File: src/rtl/fetch_stall_regs.sv
// fetch_stall_regs: PC, IF/ID and ID/EX-control registers obeying stall/flush; FETCH_PERF_CNT_EN adds stall/flush counters
module fetch_stall_regs #(
  parameter logic [31:0] RESET_PC = 32'h0000_0000,
  parameter int          CTRL_W   = 9,
  parameter int          CNT_W    = 16
) (
  input  logic              clk,
  input  logic              rst_n,
  input  logic              pc_write,
  input  logic              if_id_write,
  input  logic              stall,
  input  logic              flush,
  input  logic [31:0]       flush_target,
  input  logic [31:0]       imem_instr,
  input  logic [CTRL_W-1:0] id_ctrl,
  output logic [31:0]       pc,
  output logic [31:0]       if_id_pc4,
  output logic [31:0]       if_id_instr,
  output logic              if_id_valid,
  output logic [CTRL_W-1:0] ex_ctrl,
  output logic [CNT_W-1:0]  stall_cnt,
  output logic [CNT_W-1:0]  flush_cnt
);
  logic [31:0]       pc_q, pc_d, if_id_pc4_q, if_id_pc4_d, if_id_instr_q, if_id_instr_d;
  logic              if_id_valid_q, if_id_valid_d;
  logic [CTRL_W-1:0] ex_ctrl_q, ex_ctrl_d;
  logic [31:0]       pc_plus4;
  assign pc_plus4 = pc_q + 32'd4;
  // next state: flush overrides everything, otherwise each register follows its own enable
  always_comb begin
    pc_d          = flush ? flush_target : pc_write ? pc_plus4 : pc_q;
    if_id_pc4_d   = flush ? 32'd0 : if_id_write ? pc_plus4 : if_id_pc4_q;
    if_id_instr_d = flush ? 32'd0 : if_id_write ? imem_instr : if_id_instr_q;
    if_id_valid_d = flush ? 1'b0 : if_id_write ? 1'b1 : if_id_valid_q;
    ex_ctrl_d     = (flush || stall || !if_id_valid_q) ? '0 : id_ctrl;
  end
  // pipeline state registers
  always_ff @(posedge clk or negedge rst_n) begin
    if (!rst_n) begin
      pc_q          <= RESET_PC;
      if_id_pc4_q   <= '0;
      if_id_instr_q <= '0;
      if_id_valid_q <= 1'b0;
      ex_ctrl_q     <= '0;
    end else begin
      pc_q          <= pc_d;
      if_id_pc4_q   <= if_id_pc4_d;
      if_id_instr_q <= if_id_instr_d;
      if_id_valid_q <= if_id_valid_d;
      ex_ctrl_q     <= ex_ctrl_d;
    end
  end
  assign pc          = pc_q;
  assign if_id_pc4   = if_id_pc4_q;
  assign if_id_instr = if_id_instr_q;
  assign if_id_valid = if_id_valid_q;
  assign ex_ctrl     = ex_ctrl_q;
`ifdef FETCH_PERF_CNT_EN
  logic [CNT_W-1:0] stall_cnt_q, stall_cnt_d, flush_cnt_q, flush_cnt_d;
  // saturating counters: stall counts only when not overridden by flush
  always_comb begin
    stall_cnt_d = (!flush && stall && !(&stall_cnt_q)) ? stall_cnt_q + 1'b1 : stall_cnt_q;
    flush_cnt_d = (flush && !(&flush_cnt_q)) ? flush_cnt_q + 1'b1 : flush_cnt_q;
  end
  // counter registers, cleared only by reset
  always_ff @(posedge clk or negedge rst_n) begin
    if (!rst_n) begin
      stall_cnt_q <= '0;
      flush_cnt_q <= '0;
    end else begin
      stall_cnt_q <= stall_cnt_d;
      flush_cnt_q <= flush_cnt_d;
    end
  end
  assign stall_cnt = stall_cnt_q;
  assign flush_cnt = flush_cnt_q;
`else
  assign stall_cnt = '0;
  assign flush_cnt = '0;
`endif
endmodule

File: config.mk
export PLATFORM = sky130hd
export DESIGN_NAME = fetch_stall_regs
export DESIGN_NICKNAME = d
export VERILOG_FILES = /design/src/rtl/fetch_stall_regs.sv
export SDC_FILE = /design/constraint.sdc
export NUM_CORES = 1
export LEC_CHECK = 0
export BUFFER_PORTS_ARGS = -buffer_cell sky130_fd_sc_hd__buf_2
export CAP_MARGIN = 20
export CORE_ASPECT_RATIO = 0.7
export CORE_UTILIZATION = 35
export CTS_BUF_LIST = sky130_fd_sc_hd__clkbuf_2 sky130_fd_sc_hd__clkbuf_4 sky130_fd_sc_hd__clkbuf_8
export CTS_CLUSTER_DIAMETER = 120
export CTS_CLUSTER_SIZE = 20
export DETAILED_ROUTE_END_ITERATION = 16
export PLACE_DENSITY_LB_ADDON = 0.1
export SLEW_MARGIN = 20
export SYNTH_ARGS = -nofsm -noshare
export SYNTH_HDL_FRONTEND = slang
export SYNTH_SLANG_ARGS = --single-unit
File: constraint.sdc
create_clock -name clk -period 5 [get_ports clk]
set_input_delay 0.5 -clock clk [delete_from_list [all_inputs] [get_ports clk]]
set_output_delay 0.5 -clock clk [all_outputs]
set_load 0.02 [all_outputs]
; Word level (Yosys, flattened, before mapping)
; Cells that the tools add are included.
[totals]
regBits = 106
in_bits = 79
out_inout_bits = 138
wordCells = 20
[classes]
add_sub_neg = 1
n_mux = 9
n_reduce_logical = 5
[ops]
columns = op, count
row1 = $mux W32, 6
row2 = $add A32 B3 Y32 const B, 1
row3 = $mux W9, 1
row4 = $reduce_bool A2 Y1, 2
row5 = $logic_or A1 B1 Y1, 2
row6 = $mux W1, 2
row7 = $logic_not A1 Y1, 1

; Longest topological paths before layout
; Gate-level depths: netlist of the first run.
[depth]
ltp_word = 3
ltp_mapped = 8
depth_no_buf = 6

; Least setup slack after synthesis of the first run
; No wires, ideal clock.
[synth_timing]
kind = flip-flop to flip-flop
startpoint = register pc_q[20], in the netlist pc[20]
endpoint = register pc_q[30], in the netlist pc[30]
setup_time_ns = 0.082
arrival_ns = 2.126
t_required_ns = 4.918
path_slack_ns = 2.792
path_stages_with_launch = 8
path_buffers = 2
synth_period_minus_slack_ns = 2.208
path_cell_list = dfrtp_1 -> buf_2 -> and4_1 -> clkbuf_2 -> nand4_4 -> or3_1 -> or4_1 -> a31oi_1
[synth_between]
elab_chain_len = 3
[synth_lines]
columns = item, line_no
row1 = start: declaration, 24  ; logic [31:0] pc_q, pc_d, if_id_pc4_q, if_id_pc4_d, if_id_instr_q, if_id_instr_d;
row2 = start signal: assignment, 46  ; pc_q <= pc_d;
row3 = $add A32 B3 Y32, 28  ; assign pc_plus4 = pc_q + 32'd4;
row4 = $mux W32 (2 in a row), 31  ; pc_d = flush ? flush_target : pc_write ? pc_plus4 : pc_q;
; Every way passes these cells. The select of a mux whose other input is x is not followed.
; A chain may end at the register's enable or synchronous reset.

; Worst setup path in the final report of the first run
[layout_timing]
startpoint = register pc_q[13], in the netlist pc[13]
endpoint = register pc_q[30], in the netlist pc[30]
; Same word-level chain as after synthesis.

==> results by group, run 1 <==
Yosys
  – Area leader, netlist: dfrtp_1
  – Syn_area_per_cell: 9.87 um2
  – Post-synthesis instance total: 541
  – Synth top area cells: dfrtp_1 50%, mux2i_1 6.9%, nor2_1 5.0%
  – FF+latch count, synth: 106
  – Ys Warns: 0
  – Synth top area share: 0.497
  – Synth cell types: 35
  – Sequential share of the synthesized area: 0.497
  – Mapped Area: roughly 5300 um2

Final layout
  – Fill cells: 1,514
  – Layout net count: between 700 and 800
  – N_diodes: 0
  – Register area: 2650 um2
  – Most frequent cells in the layout: 181 x buf_2, 106 x dfrtp_1, 71 x nor2_1
  – Area growth, synth to finish: 20.2%
  – Most common cell after layout, fill and taps aside: buf_2
  – Layout cells sized above 1: 0.298
  – Multi-input logic area: 2360 um2

Worst setup path
  – Critical Path Start: pc[13]
  – Worst path required time: 5.31 ns
  – WS Path Type: reg2reg
  – Worst Path Arrival: 2.73 ns
  – Worst-path maximum fanout: 15
  – Crit end category: flip-flop
  – CP Launch Type: flip-flop
  – R2R depth: 5
  – Worst r2r src: pc[13]

Power and ir drop
  – Peak VDD IR: 0.121 mV
  – Sw Pwr: 638 uW
  – PD cells: 294 nW/um2
  – Pwr Total: around 1900 uW
  – Comb power frac: 0.201
  – P_int: 1250 uW
  – P_leak: 0.00315 uW
  – Clock power frac: 0.277
  – Sequential share of power: 0.522
  – Sw Ratio: 0.338

Route
  – # DRC: 0
  – DRT Wirelength: 14.2 mm
  – DRT iter0 DRCs: 145
  – Drt via density: 4.77
  – Wire length per cell: 15.9 um
  – DR pass1 iterations: 4
  – Final ANT Viol Nets: 0
  – Via count: 4,256

Clock network
  – CTS Buf Count: 9
  – Root Buffer: clkbuf_8
  – Clock Sinks: 106
  – Clock insertion delay at the later pin of the skew report: roughly 0.38 ns
  – Clock buffer depth: 2
  – Setup bufs post-CTS: 0
  – Hold buffers post-CTS: 0
  – Clock transition at path regs: 0.11 ns
  – CTS tree: yes
  – H-tree levels: 3
  – PostCTS Resize Cnt: 0

Floorplan
  – Num ports: about 220
  – FP Rows: 37
  – Initial Util: 0.360
  – Die X: 150 um
  – Core footprint: 14,800 um2
  – Die footprint: 15,800 um2
  – Die Ht: 105 um

STA
  – Final max-slew violation count: 0
  – Crit path time final: 2.42 ns
  – Worst Skew: 0.00894 ns
  – Endpoints failing setup: 0
  – Final worst-path cycle share: 0.484
  – RSZ-0062 raised after global routing: false
  – Fin Setup TNS: 0 ns
  – Worst slew pin tran: around 0.84 ns
  – Highest clock rate: 413 MHz
  – Fin. Hold Viols: 0
  – Max-slew headroom: 0.438

Place
  – HPWL Detailed: 10.3 mm
  – Placer Congestion: roughly 0.84
  – Port Buffers: 184

Hold path
  – Min-delay worst type: in2async

Run
  – MaxCap Viol Count: 0

GRT
  – Vias in the first global route: 4,100
  – Gr ovfl total: 0
  – First-pass GRT wire length: 22.3 mm
  – Initial antenna violation count: 0
  – Largest net degree at the start of global routing: 76
  – Total GRT Usage: 0.184

Status
  – Status: completed
-- synth_stat cells, drive strengths merged --
master / instances
dfrtp: 106
nor2: 71
buf: 44
nand2: 43
mux2i: 37
clkbuf: 33
o21ai: 29
xnor2: 26
xor2: 25
a211oi: 24
nand4: 16
nand3: 15
and2: 12
nor4: 11
and4: 8
nor3: 8
and3: 6
a311oi: 4
inv: 4
or3: 4
mux2: 3
a31oi: 2
nor3b: 2
a21oi: 1
a221o: 1
conb: 1
ha: 1
nor2b: 1
o31ai: 1
or2: 1
or4: 1
-- registers in the layout (all words and copies together) (netlist names) --
register,count
if_id_instr,32
if_id_pc4,32
pc,32
ex_ctrl,9
if_id_valid,1
-- cell families (layout without fill, tap and decap cells) --
family	after synthesis	count (layout)	synth area share
and+or+nand+nor	199	199	0.184
other	1	32	0.000703
DFF	106	106	0.497
xor gates and xnor gates	51	51	0.0837
adders and majority gates	1	1	0.00234
AOI/OAI and AO/OA	62	62	0.0741
muxes	40	40	0.0757
buffers and inverters	81	207	0.0820
-- per-stage QoR --
step                std cells   util  hold slack [ns]  worst slack (ns)  area [um2]
global placement          877  0.420            0.499              2.64        6230
detailed placement        877  0.420            0.510              2.60        6230
floorplan                 572      -            0.204              2.79        5450
global route              893  0.433            0.270              2.39        6420
finish                    893  0.433            0.217              2.58        6420
CTS                       893  0.433            0.241              2.57        6420
-- metal layers --
layer / up-vias / GRT usage / share of wire
met4: 0 / 0.0372 / 0.0050
met5: - / 0 / 0
met3: 7 / 0.0442 / 0.069
li1: 2088 / - / -
met1: 2013 / 0.278 / 0.50
met2: 148 / 0.264 / 0.42
-- final cells by class --
cell class | instances | share of cell area
Tap cell | 195 | 0.0380
Clock inverter | 6 | 0.00936
Inverter | 4 | 0.00234
Multi-Input combinational cell | 385 | 0.368
Sequential cell | 106 | 0.413
Clock buffer | 10 | 0.0205
Timing Repair Buffer | 187 | 0.148
-- worst paths after layout --
check / endpoint / slack, ns
min in group clk: ex_ctrl[7] / 0.32
worst min register to register: if_id_instr[5] / 0.53
worst max register to register: pc[30] / 2.58
max in group asynchronous: if_id_pc4[18] / 3.73
worst max-delay path: pc[30] / 2.58
worst min-delay path: if_id_pc4[0] / 0.22
-- worst max-delay path: stages (launching register included) --
cell and delay, ns:
dfrtp_1 0.58, nand4_4 0.17, or2_0 0.48, or3_1 0.47
or4_1 0.47, a31oi_1 0.16
-- power groups by stage --
| stage | Combinational [uW] | Sequential (uW) | Clock, uW |
|---|---|---|---|
| final | 379 | 985 | 522 |
| after global routing | 417 | 996 | 579 |
| after CTS | 385 | 985 | 547 |
| after detailed placement | 384 | 1000 | 0 |
| after global placement | 382 | 999 | 0 |
| after floorplan | 193 | 1050 | 0 |
(Power assumes the default switching activity.)
==> run 2: changes to the inputs <==
clock period = 2.4 ns   (was 5 ns; I/O delays follow)
==> results by group, run 2 (synthesized netlist as in run 1, its figures left out) <==
GRT
  – Initial antenna violation count: 0 (unchanged)
  – First-pass GRT wire length: 22.5 mm (was 22.3 mm)
  – Gr ovfl total: 0 (unchanged)
  – Total GRT Usage: 0.186 (was 0.184)
  – Largest net degree at the start of global routing: 57 (was 76)
  – Vias in the first global route: 4,078 (was 4,100)

Clock network
  – Root Buffer: clkbuf_8 (unchanged)
  – Clock transition at path regs: 0.10 ns (was 0.11 ns)
  – H-tree levels: 3 (unchanged)
  – CTS Buf Count: 9 (unchanged)
  – Clock insertion delay at the later pin of the skew report: 0.37 ns (was 0.38 ns)
  – Clock buffer depth: 2 (unchanged)
  – Clock Sinks: 106 (unchanged)
  – PostCTS Resize Cnt: 0 (unchanged)
  – CTS tree: yes (unchanged)

Hold path
  – Min-delay worst type: in2reg (was in2async)
  – Min-delay src: id_ctrl[6]

Final layout
  – Post-route insts no fill: 907 (was 893)
  – Layout net count: 787 (was 773)
  – Most common cell after layout, fill and taps aside: buf_2 (unchanged)
  – Fill cells: 1,500 (was 1,514)
  – Most frequent cells in the layout: 181 x buf_2, 106 x dfrtp_1, 71 x nor2_1 (unchanged)
  – N_diodes: 0 (unchanged)
  – Layout cells sized above 1: 0.310 (was 0.298)
  – Area growth, synth to finish: 22.8% (was 20.2%)
  – Register area: 2650 um2 (unchanged)
  – Multi-input logic area: 2360 um2 (unchanged)

Worst setup path
  – Worst r2r src: pc[2] (was pc[13])
  – CP Launch Type: flip-flop (unchanged)
  – Slowest-stage cell, CP: nor4_1 (was dfrtp_1)
  – Critical Path Start: pc[2] (was pc[13])
  – Worst Path Arrival: 2.41 ns (was 2.73 ns)
  – Critical path cell sequence: ha_1 -> and3_1 -> nand3_1 -> nor4_1 -> xnor2_1 -> o21ai_0 (was nand4_4 -> or2_0 -> or3_1 -> or4_1 -> a31oi_1)
  – Worst-path maximum fanout: 9 (was 15)
  – WS Path Type: reg2reg (unchanged)
  – Worst path max stage delay: 0.49 ns (was 0.58 ns)
  – Worst path required time: 2.64 ns (was 5.31 ns)
  – Crit end category: flip-flop (unchanged)

Power and ir drop
  – Peak VDD IR: 0.316 mV (was 0.121 mV)
  – Sequential share of power: 0.519 (was 0.522)
  – Sw Ratio: 0.336 (was 0.338)
  – Clock power frac: 0.268 (was 0.277)
  – Comb power frac: 0.213 (was 0.201)
  – P_int: 2610 uW (was 1250 uW)
  – P_leak: 0.00323 uW (was 0.00315 uW)
  – PD cells: 599 nW/um2 (was 294 nW/um2)
  – Sw Pwr: 1320 uW (was 638 uW)

Route
  – # DRC: 0 (unchanged)
  – Wire length per cell: 15.9 um (about the same)
  – DRT iter0 DRCs: 171 (was 145)
  – Final ANT Viol Nets: 0 (unchanged)
  – Drt via density: 4.79 (was 4.77)
  – Via count: 4,341 (was 4,256)
  – DR pass1 iterations: 5 (was 4)
  – DRT Wirelength: 14.4 mm (was 14.2 mm)

STA
  – Worst Skew: 0.00793 ns (was 0.00894 ns)
  – Worst slew pin tran: 0.858 ns (was 0.842 ns)
  – Final worst-path cycle share: 0.902 (was 0.484)
  – Worst Slack Setup Final: 0.235 ns (was 2.58 ns)
  – Fin. Hold Viols: 0 (unchanged)
  – Endpoints failing setup: 0 (unchanged)
  – RSZ-0062 raised after global routing: false (unchanged)
  – Max-slew headroom: 0.427 (was 0.438)
  – Fin Setup TNS: 0 ns (unchanged)
  – Highest clock rate: 462 MHz (was 413 MHz)
  – Final max-slew violation count: 0 (unchanged)
  – Crit path time final: 2.16 ns (was 2.42 ns)

Place
  – HPWL Detailed: 10.8 mm (was 10.3 mm)
  – Pre-CTS setup slack: 0.271 ns (was 2.60 ns)
  – Placer Congestion: 0.847 (was 0.839)
  – Post-placement cell count: 890 (was 877)
  – Port Buffers: 184 (unchanged)

Floorplan
  – Die Ht: 105 um (unchanged)
  – Die footprint: 15,800 um2 (unchanged)
  – Initial Util: 0.360 (unchanged)
  – Num ports: 217 (unchanged)
  – Die X: 150 um (unchanged)
  – Core footprint: 14,800 um2 (unchanged)
  – FP Rows: 37 (unchanged)

Status
  – Status: completed (unchanged)

Run
  – MaxCap Viol Count: 0 (unchanged)
-- run 2: final timing paths --
path / endpoint / slack [ns] / cells after the start
min: ex_ctrl[6] / 0.06 / 2
max reg2reg: pc[28] / 0.24 / 6
min reg2reg: if_id_instr[1] / 0.53 / 2
max in group asynchronous: pc[11] / 1.24 / 3
max: pc[28] / 0.24 / 6
min in group asynchronous: if_id_instr[15] / 0.40 / 2
-- run 2: what timing repair did --
item	CTS	global route
buffers inserted	0	0
hold buffers	1	0
endpoints found under the hold margin	43	0
-- run 2: area by class of cell --
| type | instances | area share |
|---|---|---|
| Clock buffer | 9 | 0.0189 |
| Clock inverter | 7 | 0.00916 |
| Sequential cell | 106 | 0.405 |
| Inverter | 4 | 0.00229 |
| Multi-Input combinational cell | 385 | 0.361 |
| Timing Repair Buffer | 201 | 0.167 |
| Tap cell | 195 | 0.0372 |
-- run 2: per-stage QoR --
stage	hold WS [ns]	area, um2	util	power (uW)
3_3_place_gp	0.277	6360	0.429	2900
6_report	0.0593	6560	0.442	3930
2_1_floorplan	-0.0556	5450	-	2600
5_1_grt	0.0502	6560	0.442	4150
4_1_cts	0.0458	6560	0.442	3980
3_5_place_dp	0.277	6360	0.429	2920
-- run 2: per-layer routing --
metal  share of wire  global-route usage  up-vias
met5               0                   0        -
met4           0.011              0.0408        0
met3           0.072              0.0468       13
met2            0.41               0.260      171
met1            0.50               0.283     2042
li1                -                   -     2115
-- run 2: worst max-delay path: cells and delay by family, from the launching register on --
kind	cells	cell delay [ns]
XOR/XNOR	1	0.16
adder cells (fa/ha/maj)	1	0.23
AND/OR/NAND/NOR	3	1.08
flip-flops	1	0.47
AO/OA/AOI/OAI	1	0.08
-- run 2: power groups by stage --
stage | sequential (uW) | clock, uW | combinational, uW
3_5_place_dp | 2070 | 0 | 844
5_1_grt | 2060 | 1170 | 912
3_3_place_gp | 2070 | 0 | 839
2_1_floorplan | 2200 | 0 | 401
4_1_cts | 2040 | 1090 | 848
6_report | 2040 | 1050 | 836
